[src/rtl/div_iter.sv]
// div_iter: iterative radix-2 restoring divider for MIPS DIV/DIVU, result {rem, quo}.
// Optional DIV_EARLY_EXIT_EN skips the iteration when |a| < |b| and b is non-zero.
module div_iter #(
    parameter int WIDTH = 32
) (
    input  logic               clk,
    input  logic               resetn,
    input  logic               start,
    input  logic               signed_div,
    input  logic [WIDTH-1:0]   a,
    input  logic [WIDTH-1:0]   b,
    input  logic               annul,
    output logic               div_stall,
    output logic [2*WIDTH-1:0] result,
    output logic               ready
);
    localparam int CntW = $clog2(WIDTH);
    typedef enum logic [1:0] {IDLE, BUSY, DONE} stateT;
    stateT            state;
    logic [CntW-1:0]  counter;
    logic [WIDTH-1:0] rem, quo, absB;
    logic             quoNeg, remNeg;
    logic             aNeg, bNeg;
    logic [WIDTH-1:0] absAIn, absBIn, nextRem, nextQuo;
    logic [WIDTH:0]   shifted, trial;
    always_comb begin
        aNeg      = signed_div & a[WIDTH-1];
        bNeg      = signed_div & b[WIDTH-1];
        absAIn    = aNeg ? -a : a;
        absBIn    = bNeg ? -b : b;
        shifted   = {rem, quo[WIDTH-1]};
        trial     = shifted - {1'b0, absB};
        nextRem   = trial[WIDTH] ? shifted[WIDTH-1:0] : trial[WIDTH-1:0];
        nextQuo   = {quo[WIDTH-2:0], ~trial[WIDTH]};
        div_stall = ~annul & ((state == IDLE & start) | state == BUSY);
    end
`ifdef DIV_EARLY_EXIT_EN
    logic early;
    assign early = (absBIn != '0) && (absAIn < absBIn);
`endif
    always_ff @(posedge clk) begin
        if (!resetn) begin
            state   <= IDLE;
            result  <= '0;
            ready   <= 1'b0;
            counter <= '0;
            rem     <= '0;
            quo     <= '0;
            absB    <= '0;
            quoNeg  <= 1'b0;
            remNeg  <= 1'b0;
        end else if (annul) begin
            state <= IDLE;
            ready <= 1'b0;
        end else begin
            case (state)
                IDLE: begin
                    ready <= 1'b0;
                    if (start) begin
                        quo     <= absAIn;
                        absB    <= absBIn;
                        rem     <= '0;
                        quoNeg  <= aNeg ^ bNeg;
                        remNeg  <= aNeg;
                        counter <= '0;
`ifdef DIV_EARLY_EXIT_EN
                        if (early) begin
                            state  <= DONE;
                            ready  <= 1'b1;
                            result <= {a, {WIDTH{1'b0}}};
                        end else begin
                            state <= BUSY;
                        end
`else
                        state   <= BUSY;
`endif
                    end
                end
                BUSY: begin
                    rem     <= nextRem;
                    quo     <= nextQuo;
                    counter <= counter + 1'b1;
                    // The last step loads the corrected result so it is valid alongside ready
                    if (counter == CntW'(WIDTH - 1)) begin
                        state  <= DONE;
                        ready  <= 1'b1;
                        result <= {remNeg ? -nextRem : nextRem, quoNeg ? -nextQuo : nextQuo};
                    end
                end
                default: begin
                    state <= IDLE;
                    ready <= 1'b0;
                end
            endcase
        end
    end
endmodule

[config.mk]
export PLATFORM = sky130hd
export DESIGN_NAME = div_iter
export DESIGN_NICKNAME = d
export VERILOG_FILES = /design/src/rtl/div_iter.sv
export SDC_FILE = /design/constraint.sdc
export NUM_CORES = 1
export LEC_CHECK = 0
export CORE_AREA = 2 2 176 178
export DETAILED_ROUTE_END_ITERATION = 12
export DIE_AREA = 0 0 178 180
export MAX_ROUTING_LAYER = met4
export PLACE_DENSITY = 0.68
export SYNTH_ARGS = -nofsm -noshare
export SYNTH_HDL_FRONTEND = slang
export SYNTH_SLANG_ARGS = --single-unit
export TNS_END_PERCENT = 5
[constraint.sdc]
create_clock -name clk -period 13.75 [get_ports clk]
set_input_delay 2.0625 -clock clk [delete_from_list [all_inputs] [get_ports clk]]
set_output_delay 2.0625 -clock clk [all_outputs]
set_load 0.05 [all_outputs]
## Yosys cells after proc, flatten, opt, wreduce, memory -nomap -nowiden

Index checks and enable logic that the tools add are counted.

| cells by class | value |
|---|---|
| add/sub/neg operators | 6 |
| eq/ne operators | 4 |
| muxes and demuxes | 14 |
| bitwise logic cells | 10 |
| reduce and logical (&&, ||, !) cells | 8 |

Operator list:

| operator | count |
|---|---|
| 2-to-1 mux 32 bit | 7 |
| negation 32 bit | 4 |
| case mux 32 bit (2 select lines) | 2 |
| subtractor 33 x 32 -> 33 bit | 1 |
| case mux 5 bit (2 select lines) | 1 |
| AND reduction 3 bit | 3 |
| adder 5 x 1 -> 5 bit, second input constant | 1 |
| == test 5 bit, second input constant | 1 |
| 2-to-1 mux 5 bit | 1 |
| bitwise AND 1 bit | 4 |
| 2-to-1 mux 2 bit | 2 |
| NOT 1 bit | 4 |
| case mux 2 bit (2 select lines) | 1 |
| OR reduction 3 bit | 1 |
| == test 2 x 1 -> 1 bit, second input constant | 1 |
| logical NOT 2 bit | 1 |
| inequality test 2 x 1 -> 1 bit, second input constant | 1 |
| inequality test 2 bit, second input constant | 1 |
| AND reduction 2 bit | 1 |
| nonzero test 2 bit | 1 |
| OR reduction 2 bit | 1 |
| OR 1 bit | 1 |
| bitwise XOR 1 bit | 1 |

| word-level totals | value |
|---|---|
| register bits | 170 |
| input port bits | 69 |
| output and inout port bits | 66 |
| word-level logic and storage cells | 51 |

## Longest topological paths before layout

Gate-level depths: netlist of run 1.

| depth | value |
|---|---|
| word-level depth | 4 |
| gate-level depth with buffers | 26 |
| mapped depth without buffers | 23 |

## Worst setup path after synthesis of run 1

OpenSTA, ideal clock, no wires.

| timing path | value |
|---|---|
| path type | input port to output port |
| start | input port annul |
| end | output port div_stall |
| data arrival time | 2.667 ns |
| data required time | 11.687 ns |
| path slack | 9.021 ns |
| stages | 3 |
| path buffers | 0 |
| path through | nor2_1 -> o21ai_0 -> inv_1 |

| on the way | value |
|---|---|
| word-level cells in the longest chain between the ends | 2 |

Ends and longest elaborated chain:

| element | RTL line | text |
|---|---|---|
| start, declared | 12 | `input logic annul,` |
| NOT 1 bit (no line) | n/a |  |
| bitwise AND 1 bit | 35 | `div_stall = ~annul & ((state == IDLE & start) \| state == BUSY);` |
| end, declared | 13 | `output logic div_stall,` |

No other way between the ends.

## Final worst setup path of run 1

Ends and elaborated chain as after synthesis.

==> flow_summary.ini, run 1 <==
[status]
status = completed

[setup_path]
required_ps = 11690
worstSetupPathType = input port to output port
crit_path_start_kind = input port
ff2ff_path_depth = 22
end_kind = output port
crit_arrival_ps = 4360
cp_max_fo = 66

[layout]
fillers = 2993
antenna_cells = 0
drive_gt1_share_pct = 5.98
fin_area_mm2 = 0.0140
syn_to_final_growth_pct = 17.6
layout.nets = 1733

[yosys]
synth_top_area_share_pct = 28.5
synth_edf_count = 0
syn_nets = 1667
synth.largest_area_cell = dfxtp_1
ys_ff_latch = 170
synth.avg_cell_area_um2 = 7.65
synth_ff_type = dfxtp_1
netlist_instances = 1559
ys_seq_area_share_pct = 28.5
synth_area_mm2 = 0.0119
synth.area.top_cells = dfxtp_1 29%, nor2_1 6.0%, a211oi_1 5.5%, a21oi_1 5.1%, xor2_1 4.5%
ys_top_cells_by_count = 191 x nor2_1, 170 x dfxtp_1, 137 x nand2_1
synthArstFlopShare_pct = 0
yosys_warnings = 0
synth_most_common_cell = nor2_1
synth.distinct_cells = 100

[placed_design]
pre_cts_ws_ps = 7350
hpwl_um = 27700
numPortBuffers = 134
placedInstanceArea_mm2 = 0.0134
gp_congestion = 0.916

[sta]
relSlewSlack_pct = 24.5
setup_viol_count_final = 0
setup-tns-final_ps = 0
rsz0062_at_grt = no
fin_crit_ps = 6420
tightestPinTransition_ps = 1130
max_freq_ghz = 0.156
finalMaxSlewViolations = 0
fin_skew_ps = 18.1
finalHoldViolCount = 0
min_period_over_period_pct = 46.7
layout_setup_ws_ps = 7330

[min_path]
hold_path_class = flop to flop
holdPathStages = 2

[die]
die-area_mm2 = 0.0320
rows = 64
num_io_pins = 135
die_width_um = 178
start_util_pct = 39.5
core_mm2 = 0.0302
die_y_um = 180

[clock_network]
cts-htree-levels = 4
ctsHoldBuffers = 0
insertion_delay_ps = 450
cts_max_path_buffers = 2
cts.sinks = 170
cts.clk_slew.worst_paths_ps = 70
cts_buffers = 17
root_buffer = clkbuf_16
cts_tree = yes
post_cts_buffers = 0
cts_resized = 0

[detailed_routing]
vias_per_cell = 5.86
drt_iter0_drc = 935
ant_nets = 0
drc = 0
drt-wirelength-per-cell_um = 18.2
num_vias = 11900
wirelength_um = 37100
firstDrtPassIters = 6

[power]
vdd_drop_max_v = 0.0000784
p_leak_uw = 0.00515
power_density_mw_per_mm2 = 91.8
power_uw = 1290

[run]
drv_cap = 0

[global_route]
grt_max_degree = 103
antenna_found_initial = 0
track_usage_pct = 23.7
overflow = 0
grt_pass1_wl_um = 59300
grt_pass1_vias = 10900
[kinds of logic (layout without fill, tap and decap cells)]
group / Yosys count / after routing / synth area share, %
AO/OA/AOI/OAI: 510 / 510 / 29.2
flip-flops: 170 / 170 / 28.5
adder cells (fa/ha/maj): 39 / 39 / 4.15
XOR/XNOR: 104 / 104 / 7.63
AND/OR/NAND/NOR: 545 / 545 / 22.1
multiplexers: 33 / 33 / 2.94
buffers and inverters: 158 / 237 / 5.54
[power by group]
group / internal (uW) / switching [uW] / leakage [uW]
registers: 505 / 14.3 / 0.00138
logic: 105 / 175 / 0.00350
clock network: 248 / 241 / 0.000280
total: 858 / 430 / 0.00515
[critical path: stages]
cell and delay, ps:
clkdlybuf4s50_1 570, nor2_1 110, o21ai_4 60, buf_4 530, inv_1 240, clkdlybuf4s50_1 760
[layer usage]
metal	share of wire, %	vias to the layer above	global-route usage (%)
li1	-	5868	-
met1	46	5631	32.0
met2	47	379	37.4
met3	5.2	51	2.73
met4	2.1	0	6.16
met5	0	-	-
[through the flow]
step / util [%] / hold WS, ps / std cells
2_1_floorplan: - / 436 / 1559
3_3_place_gp: 44.5 / 442 / 2002
3_5_place_dp: 44.5 / 446 / 2002
4_1_cts: 46.5 / 455 / 2034
5_1_grt: 46.5 / 473 / 2034
6_report: 46.5 / 452 / 2034
[worst paths after layout]
kind / from / to / slack [ps]
hold reg to reg: result[39] / result[39] / 450
hold / removal: result[39] / result[39] / 450
setup / recovery: annul / div_stall / 7330
setup reg to reg: quo[31] / result[56] / 7930
[area by class of cell]
cell class	instances	area [um2]	share of cell area, %
Clock buffer	18	439	3.13
Clock inverter	14	151	1.08
Inverter	62	236	1.69
Multi-Input combinational cell	1231	7900	56.3
Sequential cell	170	3400	24.3
Tap cell	396	495	3.53
Timing Repair Buffer	143	1410	10.0
[flip-flops by register name, summed over array words and instances, names as in the netlist]
name,cells
result,64
quoNeg,1
rem,32
ready,1
state,2
counter,5
absB,32
quo,32
remNeg,1
[layout by cell type, fill, tap and decap left out, types with 9 or more instances in the layout]
cell type        Yosys  final
o211ai_1            18     18
ha_1                38     38
nand4_1             16     16
inv_1               60     59
o21ai_1             17     17
xnor2_1             43     43
or3_1               15     15
a211oi_1            87     87
o31ai_1             22     22
nor3_1              42     41
nor2_1             191    190
or4_1               14     14
xor2_1              61     61
and3_1              21     21
buf_4                0      9
dfxtp_1            170    170
nand3_1             36     36
and2_1              10      9
mux2i_1             26     26
clkdlybuf4s50_1      0    134
nor4_1              10     10
a31oi_1             15     15
a21oi_1            121    121
a21o_1              15     15
nand2_1            137    137
o41ai_1             15     15
clkbuf_16            0     17
a311oi_1            10     10
o21ai_0             98     97
a22o_1              11     11
Power figures use the tool's default switching activity.
==> run 2: changes to the inputs <==
--- a/config.mk
+++ b/config.mk
@@ -9,7 +9,7 @@
 export DETAILED_ROUTE_END_ITERATION = 12
 export DIE_AREA = 0 0 178 180
 export MAX_ROUTING_LAYER = met4
-export PLACE_DENSITY = 0.68
+export PLACE_DENSITY = 0.7
 export SYNTH_ARGS = -nofsm -noshare
 export SYNTH_HDL_FRONTEND = slang
 export SYNTH_SLANG_ARGS = --single-unit
==> constraint.sdc (replaced) <==
create_clock -name clk -period 5.1 [get_ports clk]
set_input_delay 0.765 -clock clk [delete_from_list [all_inputs] [get_ports clk]]
set_output_delay 0.765 -clock clk [all_outputs]
set_load 0.05 [all_outputs]
==> flow_summary.ini, run 2 (synthesized netlist as in run 1, its figures left out) <==
[status]
status = completed

[global_route]
antenna_found_initial = 0
overflow = 0
track_usage_pct = 23.8
grt_pass1_vias = 11100
grt_max_degree = 71
grt_pass1_wl_um = 59600

[power]
vdd_drop_max_v = 0.000220
p_comb_share_pct = 21.4
switching_share_pct = 33.5
p_leak_uw = 0.00522
sequentialPowerShare_pct = 39.4
power_density_mw_per_mm2 = 252
p_clk_share_pct = 39.2
p_int_uw = 2360
switching_power_uw = 1190

[die]
core_mm2 = 0.0302
die-area_mm2 = 0.0320
die_y_um = 180
num_io_pins = 135
die_width_um = 178
start_util_pct = 39.5
rows = 64

[clock_network]
cts_max_path_buffers = 2
cts-htree-levels = 4
cts.sinks = 170
cts_buffers = 17
ctsHoldBuffers = 0
cts.clk_slew.worst_paths_ps = 80
insertion_delay_ps = 450
root_buffer = clkbuf_16
cts_tree = yes

[sta]
hold-worst-slack_ps = 458
relSlewSlack_pct = 26.9
fin_crit_ps = 4690
setup_viol_count_final = 0
max_freq_ghz = 0.213
layout_setup_ws_ps = 412
rsz0062_at_grt = no
finalHoldViolCount = 0
min_period_over_period_pct = 91.9
tightestPinTransition_ps = 1090
setup-tns-final_ps = 0
finalMaxSlewViolations = 0
fin_skew_ps = 16.5

[setup_path]
worstSetupPathType = flop to flop
cp_max_fo = 7
r2r-end = result[56]
crit_arrival_ps = 5020
crit_slowest_cell = dfxtp_1
ff2ff_path_depth = 20
r2r_start = quo[31]
reg2reg_slack_ps = 410
required_ps = 5430
crit_chain = inv_1, ha_1, fa_1, nand2b_1, a211oi_2, o21ai_1, a21oi_2, o31a_4, nor2_8, inv_4, nor2_1, a21oi_1, ha_1, nand2_1, nor3_2, nand4_1, o31ai_4, o21a_4, nor2_1, o31a_1
end_kind = flop
crit_path_start_kind = flop
cpPeakStageDelay_ps = 390

[detailed_routing]
vias_per_cell = 5.93
wirelength_um = 37400
drt-wirelength-per-cell_um = 18.3
drt_iter0_drc = 1247
num_vias = 12100
ant_nets = 0
drc = 0
firstDrtPassIters = 8

[layout]
layout.nets = 1741
instances_no_fill = 2042
final_common_cell = nor2_1
final_cell_mix = 190 x nor2_1, 170 x dfxtp_1, 137 x nand2_1
top_register = result
largest_reg_flops = 64
syn_to_final_growth_pct = 18.4
antenna_cells = 0
drive_gt1_share_pct = 6.50

[min_path]
holdPathStages = 2
min_to = result[29]
hold_path_class = flop to flop
hp-start = result[29]

[placed_design]
gp_congestion = 0.930
numPortBuffers = 134
hpwl_um = 27900
dp_cells = 2010
pre_cts_ws_ps = 293

[run]
drv_cap = 0
==> run 2: final cells by class <==
| type | count | area (um2) |
|---|---|---|
| multi-input cells | 1231 | 7900 |
| clock buffers | 17 | 425 |
| fillers | 2910 | 16100 |
| repair buffers | 151 | 1470 |
| flip-flops and latches | 170 | 3400 |
| well taps | 396 | 495 |
| clock inverters | 15 | 195 |
| inverters | 62 | 236 |
==> run 2: worst max-delay path, delay by kind of cell (launching register included) <==
kind	cells	cell delay, ps
buf+inv	2	170
simple gates	7	960
flops	1	390
fa+ha+maj	3	880
compound gates	8	2150
==> run 2: metal layers <==
metal	track usage, %	wire length, um
met1	32.2	17000
met2	36.4	17000
met3	3.32	2490
met4	7.44	922
met5	-	0
==> run 2: repair_timing <==
| item | CTS | global route |
|---|---|---|
| buffers inserted | 0 | 0 |
| endpoints found under the setup margin | 0 | 6 |
| gates resized for setup | 0 | 2 |
==> run 2: worst max path at each step <==
stage / end / slack (ps) / start
after floorplan: result[56] / 570 / quo[31]
after global placement: result[56] / 520 / quo[31]
after detailed placement: result[56] / 290 / quo[31]
after CTS: result[56] / 250 / quo[31]
after global routing: result[56] / 140 / quo[31]
final: result[56] / 410 / quo[31]
==> run 2: power groups by stage <==
| stage | registers (uW) | clock network, uW | logic [uW] |
|---|---|---|---|
| 2_1_floorplan | 1420 | 0 | 524 |
| 3_3_place_gp | 1430 | 0 | 734 |
| 3_5_place_dp | 1430 | 0 | 743 |
| 4_1_cts | 1400 | 1400 | 748 |
| 5_1_grt | 1410 | 1460 | 831 |
| 6_report | 1400 | 1390 | 761 |
==> run 2: through the flow <==
stage               utilization [%]  area, um2  total power (uW)
floorplan                         -      11900              1940
global placement               44.7      13500              2160
detailed placement             44.7      13500              2170
CTS                            46.8      14100              3550
global route                   46.8      14100              3700
finish                         46.8      14100              3550
